--- config.mk ---
export PLATFORM = sky130hd
export DESIGN_NAME = hwag_crank_gen
export DESIGN_NICKNAME = d
export VERILOG_FILES = /design/src/rtl/hwag_crank_gen.sv
export SDC_FILE = /design/constraint.sdc
export NUM_CORES = 1
export LEC_CHECK = 0
export CORE_MARGIN = 2
export CORE_UTILIZATION = 45
export CTS_CLUSTER_SIZE = 28
export DETAILED_ROUTE_END_ITERATION = 16
export HOLD_SLACK_MARGIN = 0.06
export MAX_ROUTING_LAYER = met4
export PLACE_DENSITY = 0.67
export SLEW_MARGIN = 10
export SYNTH_ARGS = -nofsm -noshare
export SYNTH_HDL_FRONTEND = slang
export SYNTH_SLANG_ARGS = --single-unit
export TNS_END_PERCENT = 10
--- constraint.sdc ---
create_clock -name clk -period 4.7 [get_ports clk]
set_input_delay 0.47 -clock clk [delete_from_list [all_inputs] [get_ports clk]]
set_output_delay 0.47 -clock clk [all_outputs]
set_load 0.02 [all_outputs]
--- src/rtl/hwag_crank_gen.sv ---
// Crank/cam trigger-wheel generator: toothed VR wave with long gap tooth plus 720-deg cam.
// Define HWAG_GEN_CAM_EN to build the cam phase/edge logic; otherwise cam_out=1, cam_phase=0.
module hwag_crank_gen #(
   parameter int PRESC_W = 8,
   parameter int TOOTH_W = 16,
   parameter int TEETH_W = 8
) (
   input  logic               clk,
   input  logic               rst,
   input  logic               en,
   input  logic [PRESC_W-1:0] presc_top,
   input  logic [TOOTH_W-1:0] tooth_top,
   input  logic [TEETH_W-1:0] teeth_top,
   input  logic [1:0]         gap_mult,
   input  logic [TEETH_W-1:0] cam_tog_tooth,
   input  logic [TEETH_W-1:0] cam_fall_tooth,
   input  logic [TEETH_W-1:0] cam_rise_tooth,
   output logic               vr_out,
   output logic               cam_out,
   output logic               cam_phase,
   output logic [TEETH_W-1:0] tooth_idx,
   output logic               rev_stb
);

   localparam int CT_W = TOOTH_W + 2;

   logic [PRESC_W-1:0] r_scnt;
   logic [CT_W-1:0]    r_tckc;
   logic [CT_W-1:0]    r_cur_top;
   logic [PRESC_W-1:0] r_sh_presc;
   logic [TOOTH_W-1:0] r_sh_tooth;
   logic [TEETH_W-1:0] r_sh_teeth;
   logic [1:0]         r_sh_gap;
   logic               r_vr;
   logic [TEETH_W-1:0] r_idx;
   logic               r_stb;

   logic               w_tick;
   logic               w_tend;
   logic               w_adv;
   logic               w_wrap;
   logic               w_pre_gap;
   logic [1:0]         w_gm;
   logic [CT_W-1:0]    w_base;
   logic [CT_W-1:0]    w_gap_top;
   logic [CT_W-1:0]    w_half;

   assign w_tick    = (r_scnt == r_sh_presc);
   assign w_tend    = (r_tckc == r_cur_top);
   assign w_adv     = w_tick & w_tend;
   assign w_wrap    = (r_idx == r_sh_teeth);
   assign w_pre_gap = (r_idx == r_sh_teeth - TEETH_W'(1));
   assign w_gm      = (r_sh_gap == 2'd0) ? 2'd1 : r_sh_gap;
   assign w_base    = {2'b00, r_sh_tooth} + CT_W'(1);
   assign w_gap_top = w_base * {{(CT_W-2){1'b0}}, w_gm} - CT_W'(1);
   assign w_half    = r_cur_top >> 1;

   always_ff @(posedge clk or negedge rst) begin
      if (!rst) begin
         r_scnt     <= '0;
         r_tckc     <= '0;
         r_cur_top  <= '0;
         r_sh_presc <= '0;
         r_sh_tooth <= '0;
         r_sh_teeth <= '0;
         r_sh_gap   <= '0;
         r_vr       <= 1'b0;
         r_idx      <= '0;
         r_stb      <= 1'b0;
      end else if (!en) begin
         r_scnt     <= '0;
         r_tckc     <= '0;
         r_cur_top  <= {2'b00, tooth_top};
         r_sh_presc <= presc_top;
         r_sh_tooth <= tooth_top;
         r_sh_teeth <= teeth_top;
         r_sh_gap   <= gap_mult;
         r_vr       <= 1'b0;
         r_idx      <= '0;
         r_stb      <= 1'b0;
      end else begin
         r_stb <= 1'b0;
         if (w_tick) begin
            r_scnt <= '0;
            if (w_tend) begin
               r_tckc <= '0;
               r_vr   <= 1'b0;
               if (w_wrap) begin
                  // New revolution picks up the live config as its shadow.
                  r_idx      <= '0;
                  r_stb      <= 1'b1;
                  r_cur_top  <= {2'b00, tooth_top};
                  r_sh_presc <= presc_top;
                  r_sh_tooth <= tooth_top;
                  r_sh_teeth <= teeth_top;
                  r_sh_gap   <= gap_mult;
               end else begin
                  r_idx <= r_idx + TEETH_W'(1);
                  if (w_pre_gap) r_cur_top <= w_gap_top;
               end
            end else begin
               if (r_tckc == w_half) r_vr <= 1'b1;
               r_tckc <= r_tckc + CT_W'(1);
            end
         end else begin
            r_scnt <= r_scnt + PRESC_W'(1);
         end
      end
   end

`ifdef HWAG_GEN_CAM_EN
   logic               r_cam;
   logic               r_ph;
   logic [TEETH_W-1:0] r_sh_tog;
   logic [TEETH_W-1:0] r_sh_fall;
   logic [TEETH_W-1:0] r_sh_rise;

   always_ff @(posedge clk or negedge rst) begin
      if (!rst) begin
         r_cam     <= 1'b1;
         r_ph      <= 1'b0;
         r_sh_tog  <= '0;
         r_sh_fall <= '0;
         r_sh_rise <= '0;
      end else if (!en) begin
         r_cam     <= 1'b1;
         r_ph      <= 1'b0;
         r_sh_tog  <= cam_tog_tooth;
         r_sh_fall <= cam_fall_tooth;
         r_sh_rise <= cam_rise_tooth;
      end else if (w_adv) begin
         if (w_wrap) begin
            r_sh_tog  <= cam_tog_tooth;
            r_sh_fall <= cam_fall_tooth;
            r_sh_rise <= cam_rise_tooth;
         end else begin
            if (r_idx == r_sh_tog) r_ph <= ~r_ph;
            // Rise is evaluated last so it wins when both teeth match.
            if (r_ph) begin
               if (r_idx == r_sh_fall) r_cam <= 1'b0;
               if (r_idx == r_sh_rise) r_cam <= 1'b1;
            end
         end
      end
   end

   assign cam_out   = r_cam;
   assign cam_phase = r_ph;
`else
   logic w_cam_unused;
   assign w_cam_unused = ^{cam_tog_tooth, cam_fall_tooth, cam_rise_tooth};
   assign cam_out      = 1'b1;
   assign cam_phase    = 1'b0;
`endif

   assign vr_out    = r_vr;
   assign tooth_idx = r_idx;
   assign rev_stb   = r_stb;

endmodule

==> results.py <==
metrics = {
    "cts": {
        "cts_root_buffer": "clkbuf_16",
        "clock-sinks": 88,
        "insertion_delay_ns": 0.36,
        "cts_resized": 0,
        "cts-buffers-inserted": 9,
        "clockBufferDepth": 2,
        "cts.clk_slew.worst_paths_ns": 0.07,
        "htreeDepth": 3,
        "tritoncts": "yes",
    },
    "die": {
        "dieArea_mm2": 0.01456,
        "core-area_mm2": 0.01324,
        "ioPinCount": 73,
        "initial_core_util_pct": 46.25,
        "die_h_um": 120.7,
        "rows": 42,
        "die_w_um": 120.7,
    },
    "timing": {
        "slew_viol_final": 0,
        "max_freq_mhz": 248.2,
        "fin_ws_ns": 0.6717,
        "hold_viol": 0,
        "slew_headroom_pct": 41.81,
        "finalCritPeriodShare_pct": 85.71,
        "setup_tns_ns": 0,
        "grt_setup_unrepaired": "no",
        "setup_viol": 0,
        "finalClockSkew_ns": 0.01222,
        "worstMarginPinSlew_ns": 0.8728,
        "fin_crit_ns": 4.028,
    },
    "critical_path": {
        "crit_family": "compound AO/OA/AOI/OAI gates",
        "crit_fanout": 17,
        "critPathLaunchType": "register",
        "critPathKind": "reg2reg",
        "crit_path_top_delay_cell": "a2111oi_0",
        "critPathMaxStageDelay_ns": 0.70,
        "cp.buffers_inverters": 1,
        "crit_top_cell": "ha_1",
        "end_kind": "register",
        "crit_arrival_ns": 4.24,
        "path_cells": "nand2b_1 -> nand2_1 -> ha_1 -> inv_1 -> ha_1 -> fa_1 -> a21oi_1 -> o2111ai_1 -> a2111oi_0 -> nor4_1 -> or3_1 -> a31oi_1 -> mux2i_1",
        "worstPathRequired_ns": 4.91,
    },
    "placement": {
        "portBuffers": 46,
        "gp_congestion": 0.8738,
        "dp_hpwl_mm": 9.859,
        "post-place-cells": 859,
        "pre_cts_slack_ns": 0.7231,
    },
    "global_routing": {
        "grt_pass1_wl_mm": 22.95,
        "antenna_found_initial": 1,
        "grt_max_degree": 65,
        "grt_pass1_vias": 4774,
        "groute.usage.overall_pct": 20.39,
        "overflow": 0,
    },
    "cells_and_area": {
        "fin_cells": 876,
        "antenna_cells": 0,
        "drive_above_1_share_pct": 10.86,
        "final_nets": 794,
        "utilization_pct": 52.83,
        "syn2layout_area_growth_pct": 14.22,
    },
    "power_and_ir_drop": {
        "finalPower_mw": 3.110,
        "p_per_area_mw_per_mm2": 444.5,
        "vdd_drop_max_uv": 237.3,
        "static-leakage-power_nw": 2.996,
    },
    "synth": {
        "synth_area_per_cell_um2": 9.224,
        "synth-edff-count": 0,
        "synthArstFlopShare_pct": 100.0,
        "syn_area_mm2": 0.006125,
        "yosysSeqAreaShare_pct": 35.96,
        "ys_seq_elements": 88,
        "yosysMostFrequentCell": "dfrtp_1",
        "yosysTopAreaCell": "dfrtp_1",
        "yosysWarnings": 0,
        "synthTopCellsByArea": "dfrtp_1 36%, xnor2_1 9.4%, mux2_2 7.7%",
        "syn_inst": 664,
        "yosysUniqueCellTypes": 53,
        "syn_nets": 763,
        "yosysTopAreaCellShare_pct": 35.96,
        "synthTopCellsByCount": "88 x dfrtp_1, 78 x nand2_1, 66 x xnor2_1",
        "ys.flop_type": "dfrtp_1",
    },
    "outcome": {
        "status": "finished, final reports clean",
    },
    "routing": {
        "drc": 0,
        "dr.pass1.iters": 6,
        "post_drt_wl_per_cell_um": 15.00,
        "wl_mm": 13.14,
        "ant_nets": 0,
        "vias": 4701,
        "via_per_inst": 5.366,
        "first_iter_violations": 326,
    },
    "job": {
        "maxCapViolations": 0,
    },
    "worst_hold_path": {
        "hp-class": "reg2reg",
    },
}
[cells in the final DEF, fill, tap and decap left out, drive strengths merged, types with 3 or more instances in the layout]
cell           instances
a211oi                 5
and4                   5
mux2                  50
and3                   8
o21bai                 3
nor3                  16
dfrtp                 88
nand2                 78
nor2                  42
o21ai                 34
ha                    37
buf                    6
a21oi                 11
nand2b                 4
nand3                 27
nand4                 21
xnor2                 66
clkdlybuf4s50         45
clkbuf                10
xor2                  39
inv                   45
and2                   6
a31o                   3
a21o                   5
a31oi                  4
[path summary, 6_finish.rpt]
kind / to / from / cells after the start / slack (ns)
setup / recovery: r_cur_top[15] / r_sh_gap[0] / 13 / 0.67
hold / removal: r_sh_gap[0] / r_sh_gap[0] / 1 / 0.51
setup reg to reg: r_cur_top[15] / r_sh_gap[0] / 13 / 0.67
hold reg to reg: r_sh_gap[0] / r_sh_gap[0] / 1 / 0.51
max in group asynchronous: r_cur_top[9] / rst / 3 / 3.00
min in group asynchronous: r_sh_teeth[5] / rst / 2 / 0.56
[worst reg2reg max path: cells and delay by family (launching register included)]
| kind | cells | cell delay (ns) |
|---|---|---|
| AO/OA/AOI/OAI | 4 | 1.36 |
| AND/OR/NAND/NOR | 4 | 1.13 |
| adder cells (fa/ha/maj) | 3 | 0.93 |
| flip-flops | 1 | 0.34 |
| multiplexers | 1 | 0.09 |
| buffers and inverters | 1 | 0.04 |
[cell type report]
class / count / area, um^2
Multi-Input combinational cell: 500 / 3606
Inverter: 44 / 165.2
Clock buffer: 10 / 229.0
Timing Repair Buffer: 52 / 505.5
Fill cell: 1237 / 6247
Sequential cell: 88 / 2202
Tap cell: 176 / 220.2
Clock inverter: 6 / 67.56
[per-layer routing]
metal / share of wire (%) / routed length (um) / GRT usage (%)
met3: 3.1 / 411 / 3.113
met4: 2.2 / 286 / 8.285
met2: 46 / 6057 / 31.96
met1: 49 / 6387 / 26.56
met5: 0 / 0 / -
[repair_timing]
action | in CTS | in global routing
setup buffers | 0 | 0
hold endpoints to repair | 24 | 0
hold buffers | 1 | 0
[metrics by stage]
stage | area (um^2) | hold slack [ns]
floorplan | 6125 | 0.1744
global placement | 6689 | 0.3911
detailed placement | 6689 | 0.3988
CTS | 6995 | 0.5173
global route | 6995 | 0.5455
finish | 6995 | 0.5123
[kinds of logic after synthesis]
family          after synthesis  synth area share (%)
buf+inv                      76                 5.168
mux                          52                 10.01
flops                        88                 35.96
other cells                   2                0.1226
fa+ha+maj                    38                 7.886
compound gates               84                 8.805
xor+xnor                    105                 15.02
simple gates                219                 17.04
[power by group]
group	total [mW]	switching [mW]	leakage, nW	internal [mW]
registers	1.03	0.153	1.12	0.877
clock network	0.728	0.314	0.139	0.414
logic	1.35	0.682	1.74	0.669
total	3.11	1.15	3.00	1.96
[state kept, by name, summed over array words and instances (netlist names)]
name and count:
vr_out 1, rev_stb 1, r_scnt 8, r_sh_tooth 16
tooth_idx 8, r_tckc 18, r_cur_top 18, r_sh_teeth 8
r_sh_presc 8, r_sh_gap 2
Note: power is estimated with default switching activity, not from simulation.
==> RTL edit (same settings) <==
The parameter `TOOTH_W` goes from 16 to 32.
--- a/src/rtl/hwag_crank_gen.sv
+++ b/src/rtl/hwag_crank_gen.sv
@@ -3,5 +3,5 @@
 module hwag_crank_gen #(
    parameter int PRESC_W = 8,
-   parameter int TOOTH_W = 16,
+   parameter int TOOTH_W = 32,
    parameter int TEETH_W = 8
 ) (
Ports: changed (resized tooth_top); port bits go from 73 to 89. The function was not compared with the original's and may differ.
==> RTL edit against the unedited design <==
Routed wire length increased by 77%. Power increased by 40%. Non-clock buffer count increased by 23. Setup slack got worse by 320 ps. Die area increased by 63%. Area after synthesis increased by 65%. Sequential cell count increased by 48. Sequential power increased by 42%. First-iteration DRC count increased by 36%. Design area increased by 64%. Count of clock-buffer cells in the layout increased by 8.
==> RTL edit: results <==
set metrics [dict create \
    leakage_nw 5.30 \
    synth_fa_ha_area_frac 0.0874 \
    clock_latency_ps 430 \
    placed_area_um2 10900 \
    cts.htree.levels 4 \
    synth_common_cells "nand2_1 (156), dfrtp_1 (136), xor2_1 (119)" \
    grt_pass1_wl_um 39000 \
    endpoint "r_cur_top[31]" \
    r2r-start "r_sh_tooth[5]" \
    ff2ff_path_depth 17 \
    fillCellCount 2008 \
    irDropWorstVdd_mv 0.257 \
    max_slew_margin 0.381 \
    route.detailed.wl_per_inst_um 15.5 \
    antenna_found_initial 0 \
    synth_compound_area_frac 0.102 \
    r2r_slack_ps 350 \
    gr-usage-met3 0.0276 \
    slowest_stage "dfrtp_1" \
    routed-via-count 8060 \
    grt_pass1_vias 7707 \
    cp.arrival_ps 4660 \
    grtUsageTotal 0.211 \
    use_met2 0.340 \
    nets 1355 \
    synthXorXnorAreaFrac 0.162 \
    gp_congestion 0.980 \
    dp_hpwl_um 17900 \
    synth_area_leaders "dfrtp_1 (34%), xor2_1 (10%), ha_1 (8.5%), xnor2_1 (5.9%), nand2_1 (5.8%)" \
    numPortBuffers 62 \
    seq_area_frac_synth 0.337 \
    grt_max_degree 101 \
    grt_util_met1 0.281 \
    top_regs "r_cur_top x34, r_tckc x34, r_sh_tooth x32" \
    status "completed" \
    fin_skew_ps 11.0 \
    drt-initial-drc-count 444 \
    synth_fp_nets 1317 \
    synth_edf_count 0 \
    synthMuxAreaShare 0.0608 \
    cp_max_fo 7 \
    cts_made_buffers 17 \
    synth_cell_types 60 \
]
RTL edit: cell types whose count changed after synthesis, moves of 24 or more:
| cell | delta |
|---|---|
| xor2_1 | +80 |
| nand2_1 | +78 |
| nor2_1 | +51 |
| dfrtp_1 | +48 |
| a21oi_1 | +38 |
| inv_1 | +37 |
| ha_1 | +32 |
| o21ai_1 | +24 |
RTL edit: area by class of cell:
cell class / count / area, um^2 / area share
Clock buffer: 18 / 439 / 0.0383
Clock inverter: 14 / 136 / 0.0119
Inverter: 81 / 304 / 0.0265
Multi-Input combinational cell: 897 / 6100 / 0.532
Sequential cell: 136 / 3400 / 0.297
Tap cell: 280 / 350 / 0.0306
Timing Repair Buffer: 75 / 732 / 0.0638
RTL edit: stage by stage:
stage	total power, W	setup slack [ps]	std cells	TNS (ps)	hold WS, ps
6_report	0.00436	347	1501	0	149
5_1_grt	0.00468	-12.7	1501	-14.1	242
2_1_floorplan	0.00266	710	1170	0	174
3_3_place_gp	0.00302	210	1469	0	483
3_5_place_dp	0.00304	178	1469	0	493
4_1_cts	0.00438	155	1501	0	201
RTL edit: timing repair:
item | CTS | global route
resized for setup | 0 | 2
setup endpoints to repair | 0 | 5
hold endpoints to repair | 0 | 0
setup buffers | 0 | 0
RTL edit: power by group:
group	internal [W]	switching (W)
combinational	0.000711	0.000867
sequential	0.00129	0.000163
clock	0.000753	0.000568
total	0.00276	0.00160
RTL edit: layer usage:
metal  wire, um  vias up
met5          0        -
met4        396        0
met3        649       28
met2      10900      126
met1      11300     3858
li1           -     4048
RTL edit: cell families (layout without fill, tap and decap cells):
family,Yosys count,count (layout)
AND/OR/NAND/NOR,412,412
other,2,2
flip-flops,136,136
adder cells (fa/ha/maj),70,70
buffers and inverters,137,188
multiplexers,56,56
AO/OA/AOI/OAI,170,170
XOR/XNOR,187,187
